## src/rtl/rom_stream_reader.sv

```systemverilog
// Streams a burst of consecutive bytes from a 1-cycle-latency synchronous ROM
// into a valid/ready output through a 2-entry FIFO.
module rom_stream_reader #(
  parameter int AW = 13,
  parameter int DW = 8
) (
  input  logic          clk,
  input  logic          rst_n,
  input  logic          req_valid,
  output logic          req_ready,
  input  logic [AW-1:0] req_addr,
  input  logic [AW-1:0] req_len,
  output logic [AW-1:0] rom_addr,
  input  logic [DW-1:0] rom_q,
  output logic          out_valid,
  input  logic          out_ready,
  output logic [DW-1:0] out_data,
  output logic          out_last,
  output logic          busy
);

  typedef enum logic [1:0] {IDLE, RUN, DRAIN} state_t;

  state_t        state, state_nxt;
  logic [AW-1:0] addr;
  logic [AW-1:0] count;
  logic          inflight;
  logic          inflight_last;
  logic [DW-1:0] fifo_data [2];
  logic [1:0]    fifo_last;
  logic          rd_ptr, wr_ptr;
  logic [1:0]    fifo_cnt;
  logic [1:0]    occ_after;
  logic          accept, issue, push, pop;

  assign accept = req_valid && (state == IDLE);
  assign pop    = out_valid && out_ready;
  assign push   = inflight;

  // Occupancy the FIFO will have once this cycle's pop and the in-flight read
  // land; issuing only while it is below 2 means a push never meets a full FIFO,
  // yet still allows one read per cycle while the consumer keeps up.
  assign occ_after = fifo_cnt - 2'(pop) + 2'(inflight);
  assign issue     = (state == RUN) && (occ_after < 2'd2);

  assign req_ready = (state == IDLE);
  assign busy      = (state != IDLE);
  assign rom_addr  = addr;
  assign out_valid = (fifo_cnt != 2'd0);
  assign out_data  = fifo_data[rd_ptr];
  assign out_last  = fifo_last[rd_ptr];

  always_ff @(posedge clk or negedge rst_n) begin
    if (!rst_n) state <= IDLE;
    else        state <= state_nxt;
  end

  // NOTE: every variable written in always_comb gets a default first, otherwise
  // a path that leaves it unassigned infers a latch.
  always_comb begin
    state_nxt = state;
    unique case (state)
      IDLE:    if (accept) state_nxt = RUN;
      RUN:     if (issue && count == '0) state_nxt = DRAIN;
      DRAIN:   if (pop && out_last) state_nxt = IDLE;
      default: state_nxt = IDLE;
    endcase
  end

  // NOTE: sequential state uses non-blocking assignments so every register
  // samples pre-edge values regardless of statement order.
  always_ff @(posedge clk or negedge rst_n) begin
    if (!rst_n) begin
      addr          <= '0;
      count         <= '0;
      inflight      <= 1'b0;
      inflight_last <= 1'b0;
    end else begin
      inflight      <= issue;
      inflight_last <= issue && (count == '0);
      if (accept) begin
        addr  <= req_addr;
        count <= req_len;
      end else if (issue && count != '0) begin
        // Final read leaves addr on its own address so rom_addr holds.
        addr  <= addr + 1'b1;
        count <= count - 1'b1;
      end
    end
  end

  // NOTE: the FIFO storage is reset as well because out_data reads the head
  // entry directly and must be 0 out of reset.
  always_ff @(posedge clk or negedge rst_n) begin
    if (!rst_n) begin
      fifo_data[0] <= '0;
      fifo_data[1] <= '0;
      fifo_last    <= '0;
      rd_ptr       <= 1'b0;
      wr_ptr       <= 1'b0;
      fifo_cnt     <= '0;
    end else begin
      if (push) begin
        fifo_data[wr_ptr] <= rom_q;
        fifo_last[wr_ptr] <= inflight_last;
        wr_ptr            <= ~wr_ptr;
      end
      if (pop) rd_ptr <= ~rd_ptr;
      fifo_cnt <= fifo_cnt + 2'(push) - 2'(pop);
    end
  end

endmodule

```

## config.mk

```make
export PLATFORM = sky130hd
export DESIGN_NAME = rom_stream_reader
export DESIGN_NICKNAME = d
export VERILOG_FILES = /design/src/rtl/rom_stream_reader.sv
export SDC_FILE = /design/constraint.sdc
export NUM_CORES = 1
export LEC_CHECK = 0
export ABC_AREA = 1
export BUFFER_PORTS_ARGS = -buffer_cell sky130_fd_sc_hd__clkbuf_2
export CORE_ASPECT_RATIO = 0.75
export CORE_UTILIZATION = 40
export CTS_BUF_LIST = sky130_fd_sc_hd__clkbuf_8
export DETAILED_ROUTE_END_ITERATION = 10
export PLACE_DENSITY = 0.72
export SYNTH_ARGS = -nofsm -noshare
export SYNTH_HDL_FRONTEND = slang
export SYNTH_SLANG_ARGS = --single-unit
```

## constraint.sdc

```tcl
create_clock -name clk -period 3 [get_ports clk]
set_input_delay 0.9 -clock clk [delete_from_list [all_inputs] [get_ports clk]]
set_output_delay 0.9 -clock clk [all_outputs]
set_load 0.01 [all_outputs]
```

After elaboration in Yosys (flattened, before gate mapping)
Cells that the tools add are included.

Bits in registers: 52. Bits in latches: 0. RAM bits: 0. ROM bits: 0. Input port bits: 38. Memories: 0.

Add/subtract/negate cells: 6. $mul: 0. Div/mod/pow operators: 0. Magnitude comparators: 7. Equal/unequal tests: 5. Shifts and indexed selects: 0. Multiplexer cells: 19. Bitwise operators: 4. Reduce and logical (&&, ||, !) cells: 15.

Operator list (number): 2-to-1 mux 13 bit (4); 2-to-1 mux 8 bit (4); bitwise mux 16 bit (1); adder 13 x 1 -> 13 bit (second input constant) (1); zero test 13 bit (1); nonzero test 13 bit (1); subtractor 13 x 1 -> 13 bit (second input constant) (1); demux 8 bit (select 1 bit) (1); logical AND 1 bit (8); 2-to-1 mux 2 bit (3); case mux 2 bit (3 select lines) (1); nonzero test 2 bit (3); adder 2 x 1 -> 2 bit (2); >= comparator 2 bit (second input constant) (2); less-than comparator 1 x 2 -> 1 bit (second input constant) (2); inequality test 2 x 1 -> 1 bit (second input constant) (2); NOT 1 -> 2 bit (2); subtractor 2 x 1 -> 2 bit (2); 2-to-1 mux 1 bit (3); AND reduction 3 bit (1); bitwise mux 2 bit (1); equality test 2 x 1 -> 1 bit (second input constant) (1); equality test 2 bit (second input constant) (1); zero test 2 bit (1); 6 further kinds (7).

Longest topological paths before layout
Gate-level depths: netlist of the first run.

Depth in word-level cells: 9. Depth in mapped cells: 17.

Least setup slack after synthesis of the first run
No wires, ideal clock.

Path kind: input-to-reg. From: input port out_ready. To: register count[0]. Setup time: 74 ps. Arrival: 2313 ps. Slack: 613 ps. Cell stages on the path: 15. Cells stage by stage: nand2_1 > inv_1 > ha_1 > inv_1 > ha_1 > inv_1 > nand2_1 > nand2_1 > nand2_1 > nand2_1 > nand3_4 > nand2_4 > buf_6 > nand2_1 > o21ai_2.

Longest elaborated chain between the ends: 7.

RTL lines: start, declared (RTL line 16) `input logic out_ready,`; logical AND 1 bit (RTL line 37) `assign pop = out_valid && out_ready;`; named net pop (RTL line 34) `logic accept, issue, push, pop;`; subtractor 2 x 1 -> 2 bit (RTL line 43) `assign occ_after = fifo_cnt - 2'(pop) + 2'(inflight);`; adder 2 x 1 -> 2 bit (RTL line 43); less-than comparator 2 bit (RTL line 44) `assign issue = (state == RUN) && (occ_after < 2'd2);`; logical AND 1 bit (RTL line 44); logical AND 1 bit (RTL line 84) `end else if (issue && count != '0) begin`; nonzero test 2 bit (no line); end signal, assigned (RTL line 83) `count <= req_len;`; end signal, assigned (RTL line 87) `count <= count - 1'b1;`; end, declared (RTL line 26) `logic [AW-1:0] count;`.

The timed path passes the listed nets, and every way through them passes these cells. A chain may end at the register's enable or synchronous reset.

Worst setup path in the final report of the first run
From: register rd_ptr. To: output port out_last.

Longest elaborated chain between the ends: 2.

RTL lines: start, declared (RTL line 31) `logic rd_ptr, wr_ptr;`; start signal, assigned (RTL line 108) `if (pop) rd_ptr <= ~rd_ptr;`; 2-to-1 mux 1 bit (implied by the code) (2 in series) (RTL line 51) `assign out_last = fifo_last[rd_ptr];`; end, declared (RTL line 18) `output logic out_last,`.

Every way passes these cells. The select of a mux whose other input is x is not followed.

==> impl_metrics.toml, run 1 <==
[grt]
first_global_vias = 2614
antenna_found_initial = 0
grt_max_degree = 36
grt.total_usage_pct = 17.27
grt_pass1_wl_um = 11520
overflow = 0

[yosys]
synthArstFlopShare_pct = 100.0
avgSynthCellArea_um2 = 7.157
syn_inst = 436
ys.flop_type = "dfrtp_1"
synth_fp_nets = 479
ys.warnings.count = 0
synth_cell_type_count = 28
synth-seq-area-share_pct = 41.70
synth_edf_count = 0
synth_seq_cells = 52
synth_area_um2 = 3120

[clocking]
cts_tree = "built"
cts_resized = 0
clkLatencyLatePin_ps = 310
cts_root_buf = "clkbuf_8"
cts_buffers = 5
htree_levels = 2
clockBufferDepth = 2
cts.sinks = 52
cts_hold_buf = 0
cts_setup_buffers = 0
clkTransAtPathRegs_ps = 110

[floorplanning]
rows = 27
dieArea_um2 = 8162
die-width_um = 104.0
pin_count = 63
start_util_pct = 41.99
coreArea_um2 = 7432
dieHeight_um = 78.49

[setup_path]
startpoint_type = "flop"
worstPathRequired_ps = 2100
cp_max_fo = 10
regToRegStartpoint = "fifo_cnt[1]"
r2r_cells = 16
crit_top_cell = "nand2_1"
path_class = "reg -> out"
cpPeakStageDelay_ps = 580
cp_slowest_cell = "dfrtp_1"
reg2reg_slack_ps = 720
cp.arrival_ps = 1680
cp_cell_sequence = "clkinv_1 -> nand2_1 -> nand2_1 -> clkbuf_2"
rr_endpoint = "rom_addr[12]"
crit_path_end_kind = "output pin"

[pwr]
swShare_pct = 48.79
vdd_ir_drop_max_v = 0.0005218
clockPowerShare_pct = 11.8
power.leakage_uw = 0.001940
power_uw = 3710
p_seq_share_pct = 34.8
power.density_nw_per_um2 = 1031
power_frac_comb_pct = 53.4
power_switching_uw = 1810
internal_power_uw = 1900

[drt]
drt-total-wl_um = 6803
firstDrtPassIters = 4
highest_layer = "met4"
antenna_left = 0
wl_met1_um = 3401
dr_wl_met3_um = 259
wl_met2_um = 3085
wl_per_cell_um = 11.43
vias = 2846
drt_iter0_markers = 118
viasPerCell = 4.783
drc = 0

[sta]
rsz0062_at_grt = "no"
tightest_slew_ps = 705.2
layout_min_cycle_time_ps = 2578
slew_headroom_pct = 52.94
drv_slew = 0
setup_viol = 0
finalHoldViolations = 0
final.setup.tns_ps = 0
finalClockSkew_ps = 8.830
fmax_mhz = 388.0
min_period_over_period_pct = 85.92

[outcome]
status = "finished clean"

[hold_path]
holdPathEnd = "fifo_data[14]"
hold_path_depth = 2
min_from = "fifo_data[14]"
min_path_type = "reg -> reg"

[layout]
final_nets = 536
drive_gt1_share_pct = 22.27
n_antenna_cell = 0
area_delta_synth_final_pct = 15.32
finalCoreUtilization_pct = 48.42

[flow_run]
maxCapViolCount = 0

[placement]
place_hpwl_um = 4908
port_buffers = 62
place_congestion = 0.9071
==> worst max-delay path by stage <==
stage / slack, ps / cells after the start / to / from
finish: 420 / 4 / out_last / rd_ptr
detailed placement: 270 / 15 / rom_addr[12] / out_ready
CTS: 400 / 4 / out_last / rd_ptr
global placement: 340 / 15 / rom_addr[7] / out_ready
global route: 300 / 4 / out_last / rd_ptr
floorplan: 610 / 15 / count[0] / out_ready
==> sequential cells by signal, indices dropped and copies added, names as in the netlist <==
name	count
wr_ptr	1
rom_addr	13
fifo_cnt	2
rd_ptr	1
count	13
state	2
fifo_last	2
inflight	1
fifo_data	16
inflight_last	1
==> per-stage QoR <==
step,cell area [um^2],setup WS [ps],instances,hold WS (ps)
global route,3598,297.9,595,516.4
finish,3598,422.4,595,496.8
CTS,3598,398.7,595,501.4
floorplan,3120,613.5,436,452.9
detailed placement,3501,267.2,587,473.2
global placement,3501,335.4,587,467.4
==> per-layer routing <==
metal  GRT usage [%]  vias to the layer above
met2           28.87                       56
met4           4.857                        0
li1                -                     1491
met5               0                        -
met1           23.02                     1295
met3           3.073                        4
==> cells by family (layout without fill, tap and decap cells) <==
logic type      after synthesis  in the layout  synth area share [%]
simple gates                275            275                 39.45
flops                        52             52                 41.70
compound gates               41             41                 7.819
fa+ha+maj                     5              5                 2.005
buf+inv                      61            119                 8.460
xor+xnor                      2              2                0.5614
==> worst max-delay path: cells and delay by family, from the launching register on <==
family,cells,cell delay (ps)
buffers and inverters,2,550
and+or+nand+nor,2,240
DFF,1,580
==> cells in the mapped netlist (2+ instances only) <==
cell type	number	area share, %
nand2_1	165	20
nand3_1	54	8.7
dfrtp_1	52	42
inv_1	45	5.4
o21ai_0	29	4.7
nor2_1	21	2.5
or2_2	10	2.0
o21ai_2	9	2.5
buf_2	7	1.1
nand3_2	6	1.9
clkbuf_1	5	0.60
ha_1	5	2.0
nor2_2	5	1.0
nand2_2	4	0.80
nand4_1	4	0.80
buf_6	2	0.72
o31ai_1	2	0.48
==> power groups by stage <==
stage,combinational [uW],clock (uW),sequential [uW]
floorplan,1590,0,1260
global placement,1930,0,1290
detailed placement,2000,0,1300
CTS,2000,449,1290
global route,2290,472,1340
finish,1980,437,1290
==> layout make-up <==
type	count	area (um^2)
Fill cell	746	3834
Multi-Input combinational cell	323	1555
Sequential cell	52	1301
Timing Repair Buffer	65	345.3
Inverter	46	172.7
Tap cell	101	126.4
Clock buffer	5	68.82
Clock inverter	3	28.78
==> cells in the final DEF, fill, tap and decap left out, types with 2 or more instances in the layout <==
cell	instances
nor2_1	21
o21ai_0	29
ha_1	5
inv_1	45
inv_6	2
nor2_2	5
nand2_1	165
clkbuf_2	62
or2_2	10
nand3_1	54
buf_4	2
nand2_2	4
o21ai_2	9
nand4_1	4
nand3_2	6
o31ai_1	2
dfrtp_1	52
clkbuf_8	5
Power figures use the tool's default switching activity.
==> inputs of run 2 (changes only) <==
--- a/config.mk
+++ b/config.mk
@@ -8,6 +8,7 @@
 export ABC_AREA = 1
 export BUFFER_PORTS_ARGS = -buffer_cell sky130_fd_sc_hd__clkbuf_2
 export CORE_ASPECT_RATIO = 0.75
+export CORE_MARGIN = 10
 export CORE_UTILIZATION = 40
 export CTS_BUF_LIST = sky130_fd_sc_hd__clkbuf_8
 export DETAILED_ROUTE_END_ITERATION = 10
==> run 2 against run 1 <==
Compared with the run above: cell area rose by 0.59%; register-to-register slack about the same; via count did not move; non-clock buffer count increased by 1; sequential power hardly changed; critical path type unchanged.
==> impl_metrics.toml, run 2 (same netlist as run 1, synthesis figures left out) <==
[outcome]
status = "finished clean"

[drt]
antenna_left = 0
drc = 0
drt_iter0_markers = 148
wl_per_cell_um = 12.36
viasPerCell = 4.775
firstDrtPassIters = 5
drt-total-wl_um = 7365
vias = 2846

[floorplanning]
die-width_um = 122.0
rows = 27
coreArea_um2 = 7466
start_util_pct = 41.80
dieHeight_um = 96.49
dieArea_um2 = 11770
pin_count = 63

[layout]
drive_gt1_share_pct = 22.22
fin_cells = 596
final_common_cell = "nand2_1"
multi_input_area_um2 = 1555
seq_area_um2 = 1301
layout_common_cells = "nand2_1 (165), clkbuf_2 (62), nand3_1 (54), dfrtp_1 (52), inv_1 (46)"
area_delta_synth_final_pct = 16.00
largest_register_ffs = 16
final_nets = 537
final.fill_count = 754
n_antenna_cell = 0
final_cell_area_um2 = 3620
top_register = "fifo_data"

[clocking]
cts.sinks = 52
cts_hold_buf = 0
cts_buffers = 5
htree_levels = 2
clkTransAtPathRegs_ps = 100
cts_resized = 0
cts_root_buf = "clkbuf_8"
clkLatencyLatePin_ps = 300
clockBufferDepth = 2
cts_tree = "built"
cts_setup_buffers = 0

[setup_path]
rr_endpoint = "rom_addr[2]"
cp_slowest_cell = "dfrtp_1"
cp_cell_sequence = "clkinv_1 -> nand2_1 -> nand2_1 -> clkbuf_2"
cpPeakStageDelay_ps = 580
regToRegStartpoint = "fifo_cnt[1]"
cp.arrival_ps = 1690
path_class = "reg -> out"
crit_path_end_kind = "output pin"
crit_top_cell = "nand2_1"
r2r_cells = 16
reg2reg_slack_ps = 710
startpoint_type = "flop"
worstPathRequired_ps = 2100
cp_max_fo = 10

[sta]
drv_slew = 0
slew_headroom_pct = 55.47
tightest_slew_ps = 667.9
final.setup.tns_ps = 0
min_period_over_period_pct = 86.29
setup_viol = 0
hold-worst-slack_ps = 496.6
finalHoldViolations = 0
fmax_mhz = 386.3
finalClockSkew_ps = 3.659
layout_min_cycle_time_ps = 2589
rsz0062_at_grt = "no"

[placement]
port_buffers = 62
post_dp_cell_area_um2 = 3508
dp_cells = 588
place_congestion = 0.8586
place_hpwl_um = 5615

[grt]
antenna_found_initial = 0
overflow = 0
first_global_vias = 2611
grt.total_usage_pct = 12.26
grt_pass1_wl_um = 11930
grt_max_degree = 36

[hold_path]
hold_path_depth = 2
min_path_type = "reg -> reg"
holdPathEnd = "fifo_data[8]"
min_from = "fifo_data[8]"

[flow_run]
maxCapViolCount = 0

[pwr]
power.leakage_uw = 0.001953
power.density_nw_per_um2 = 1046
vdd_ir_drop_max_v = 0.0004645
power_uw = 3785
==> run 2: cell count changes in the layout (fill, tap and decap cells not counted), sizes merged <==
cell / previous run / this run
inv: 48 / 47
bufinv: 0 / 1
buf: 3 / 4
==> run 2: routing by layer <==
| layer | GRT usage, % | vias to the layer above | wire (um) |
|---|---|---|---|
| li1 | - | 1490 | - |
| met1 | 15.71 | 1297 | 3565 |
| met2 | 19.90 | 55 | 3347 |
| met3 | 3.360 | 4 | 407 |
| met4 | 3.564 | 0 | 44 |
| met5 | 0 | - | 0 |
==> run 2: critical path: cells and delay by family (launching register included) <==
family                 cells  cell delay, ps
DFF                        1             580
buffers and inverters      2             560
and+or+nand+nor            2             240
==> run 2: worst max-delay path by stage <==
stage	slack, ps	from	endpoint	cells after the start
floorplan	610	out_ready	count[0]	15
global placement	340	out_ready	rom_addr[7]	15
detailed placement	240	out_ready	rom_addr[2]	15
CTS	390	rd_ptr	out_last	4
global route	290	rd_ptr	out_last	4
finish	410	rd_ptr	out_last	4
==> run 2: layout make-up <==
class | count | area share [%]
Sequential cell | 52 | 35.95
Timing Repair Buffer | 66 | 9.748
Inverter | 46 | 4.770
Clock buffer | 5 | 1.901
Multi-Input combinational cell | 323 | 42.97
Tap cell | 101 | 3.491
Clock inverter | 3 | 1.175
==> run 2: per-stage QoR <==
| step | worst slack, ps | util [%] |
|---|---|---|
| 3_3_place_gp | 337.9 | 46.99 |
| 6_report | 411.3 | 48.48 |
| 4_1_cts | 392.7 | 48.48 |
| 3_5_place_dp | 242.1 | 46.99 |
| 5_1_grt | 293.1 | 48.48 |
| 2_1_floorplan | 613.5 | - |
==> run 2: power breakdown <==
part           switching, uW  internal [uW]
clock                    246            249
sequential               282           1010
combinational           1280            717
==> inputs of run 3 (changes only) <==
--- a/config.mk
+++ b/config.mk
@@ -9,10 +9,10 @@
 export BUFFER_PORTS_ARGS = -buffer_cell sky130_fd_sc_hd__clkbuf_2
 export CORE_ASPECT_RATIO = 0.75
 export CORE_MARGIN = 10
-export CORE_UTILIZATION = 40
+export CORE_UTILIZATION = 45
 export CTS_BUF_LIST = sky130_fd_sc_hd__clkbuf_8
 export DETAILED_ROUTE_END_ITERATION = 10
-export PLACE_DENSITY = 0.72
+export PLACE_DENSITY = 0.78
 export SYNTH_ARGS = -nofsm -noshare
 export SYNTH_HDL_FRONTEND = slang
 export SYNTH_SLANG_ARGS = --single-unit
==> run 3 against run 2 <==
Compared with the run above: non-clock buffer count unchanged; register-to-register slack better by 40 ps; hold slack better by 1.4 ps; sequential power about the same; sequential share of layout area up 0.48 points; clock power down 10%; maximum frequency up 2.1%; count of clock-buffer cells in the layout unchanged; critical path type unchanged.
==> impl_metrics.toml, run 3 (same netlist as run 1, synthesis figures left out) <==
[layout]
layout_common_cells = "nand2_1 (165), clkbuf_2 (62), nand3_1 (54), dfrtp_1 (52), inv_1 (45)"
n_antenna_cell = 0
top_register = "fifo_data"
largest_register_ffs = 16
final_nets = 537
area_delta_synth_final_pct = 14.47
final.fill_count = 670
drive_gt1_share_pct = 22.42
final_common_cell = "nand2_1"
fin_cells = 579

[sta]
setup_viol = 0
slew_headroom_pct = 52.07
drv_slew = 0
finalClockSkew_ps = 6.784
rsz0062_at_grt = "no"
fmax_mhz = 394.3
min_period_over_period_pct = 84.53
layout_min_cycle_time_ps = 2536
tightest_slew_ps = 719.0
finalHoldViolations = 0
final.setup.tns_ps = 0

[placement]
place_hpwl_um = 5371
port_buffers = 62
place_congestion = 0.8392
dp_cells = 571

[clocking]
cts_root_buf = "clkbuf_8"
htree_levels = 2
cts_hold_buf = 0
cts_buffers = 5
clockBufferDepth = 2
cts_tree = "built"
clkLatencyLatePin_ps = 310
cts_resized = 0
cts.sinks = 52
clkTransAtPathRegs_ps = 110
cts_setup_buffers = 0

[floorplanning]
start_util_pct = 46.12
dieHeight_um = 92.12
coreArea_um2 = 6766
die-width_um = 116.2
rows = 26
dieArea_um2 = 10700
pin_count = 63

[pwr]
vdd_ir_drop_max_v = 0.0004068
power.density_nw_per_um2 = 1040
power.leakage_uw = 0.001940

[drt]
drc = 0
vias = 2855
firstDrtPassIters = 4
wl_per_cell_um = 12.46
viasPerCell = 4.931
drt_iter0_markers = 199
drt-total-wl_um = 7214
antenna_left = 0

[setup_path]
startpoint_type = "flop"
cp_max_fo = 10
path_class = "reg -> out"
worstPathRequired_ps = 2100
crit_path_end_kind = "output pin"
cp.arrival_ps = 1640

[flow_run]
maxCapViolCount = 0

[grt]
grt_pass1_wl_um = 12250
grt.total_usage_pct = 13.61
overflow = 0
antenna_found_initial = 0
first_global_vias = 2736
grt_max_degree = 36

[outcome]
status = "finished clean"

[hold_path]
min_path_type = "reg -> reg"
run 3: cell type report:
cell class                      instances  area, um^2  area share (%)
Clock buffer                            5       68.82           1.926
Timing Repair Buffer                   66       340.3           9.527
Clock inverter                          3       28.78          0.8056
Tap cell                               84       105.1           2.942
Inverter                               46       172.7           4.834
Multi-Input combinational cell        323        1555           43.54
Sequential cell                        52        1301           36.43
run 3: worst paths after layout:
kind	to	cells past startpoint	slack (ps)	start
setup / recovery	out_last	4	460	rd_ptr
hold / removal	fifo_data[7]	2	500	fifo_data[7]
setup reg to reg	rom_addr[4]	16	750	fifo_cnt[1]
hold reg to reg	fifo_data[7]	2	500	fifo_data[7]
max in group asynchronous	fifo_data[6]	2	1640	rst_n
min in group asynchronous	rom_addr[5]	1	630	rst_n
run 3: worst max-delay path, stage by stage, from the launching register on:
cell and delay [ps]:
dfrtp_1 570, clkinv_1 380, nand2_1 140, nand2_1 90, clkbuf_2 140
run 3: through the flow:
step                cell area [um^2]  total power [uW]  hold WS, ps  util (%)  worst slack (ps)
finish                          3572              3714        498.0     52.79             464.0
global route                    3572              4106        518.3     52.79             335.6
CTS                             3572              3759        501.9     52.79             435.4
detailed placement              3475              3309        473.7     51.35             291.8
global placement                3475              3216        466.9     51.35             338.5
floorplan                       3120              2843        452.9         -             613.5
run 3: report_power, final:
part           switching (uW)  total (uW)  internal, uW
Clock                     267         444           177
Sequential                286        1300          1010
Combinational            1260        1970           711
run 3: metal layers:
metal  routed length, um  share of wire [%]  up-vias  GRT usage [%]
met5                   0                  0        -              0
met4                  53               0.73        0          3.742
met3                 366                5.1        4          3.320
met2                3417                 47       50          22.55
met1                3376                 47     1311          17.21
li1                    -                  -     1490              -
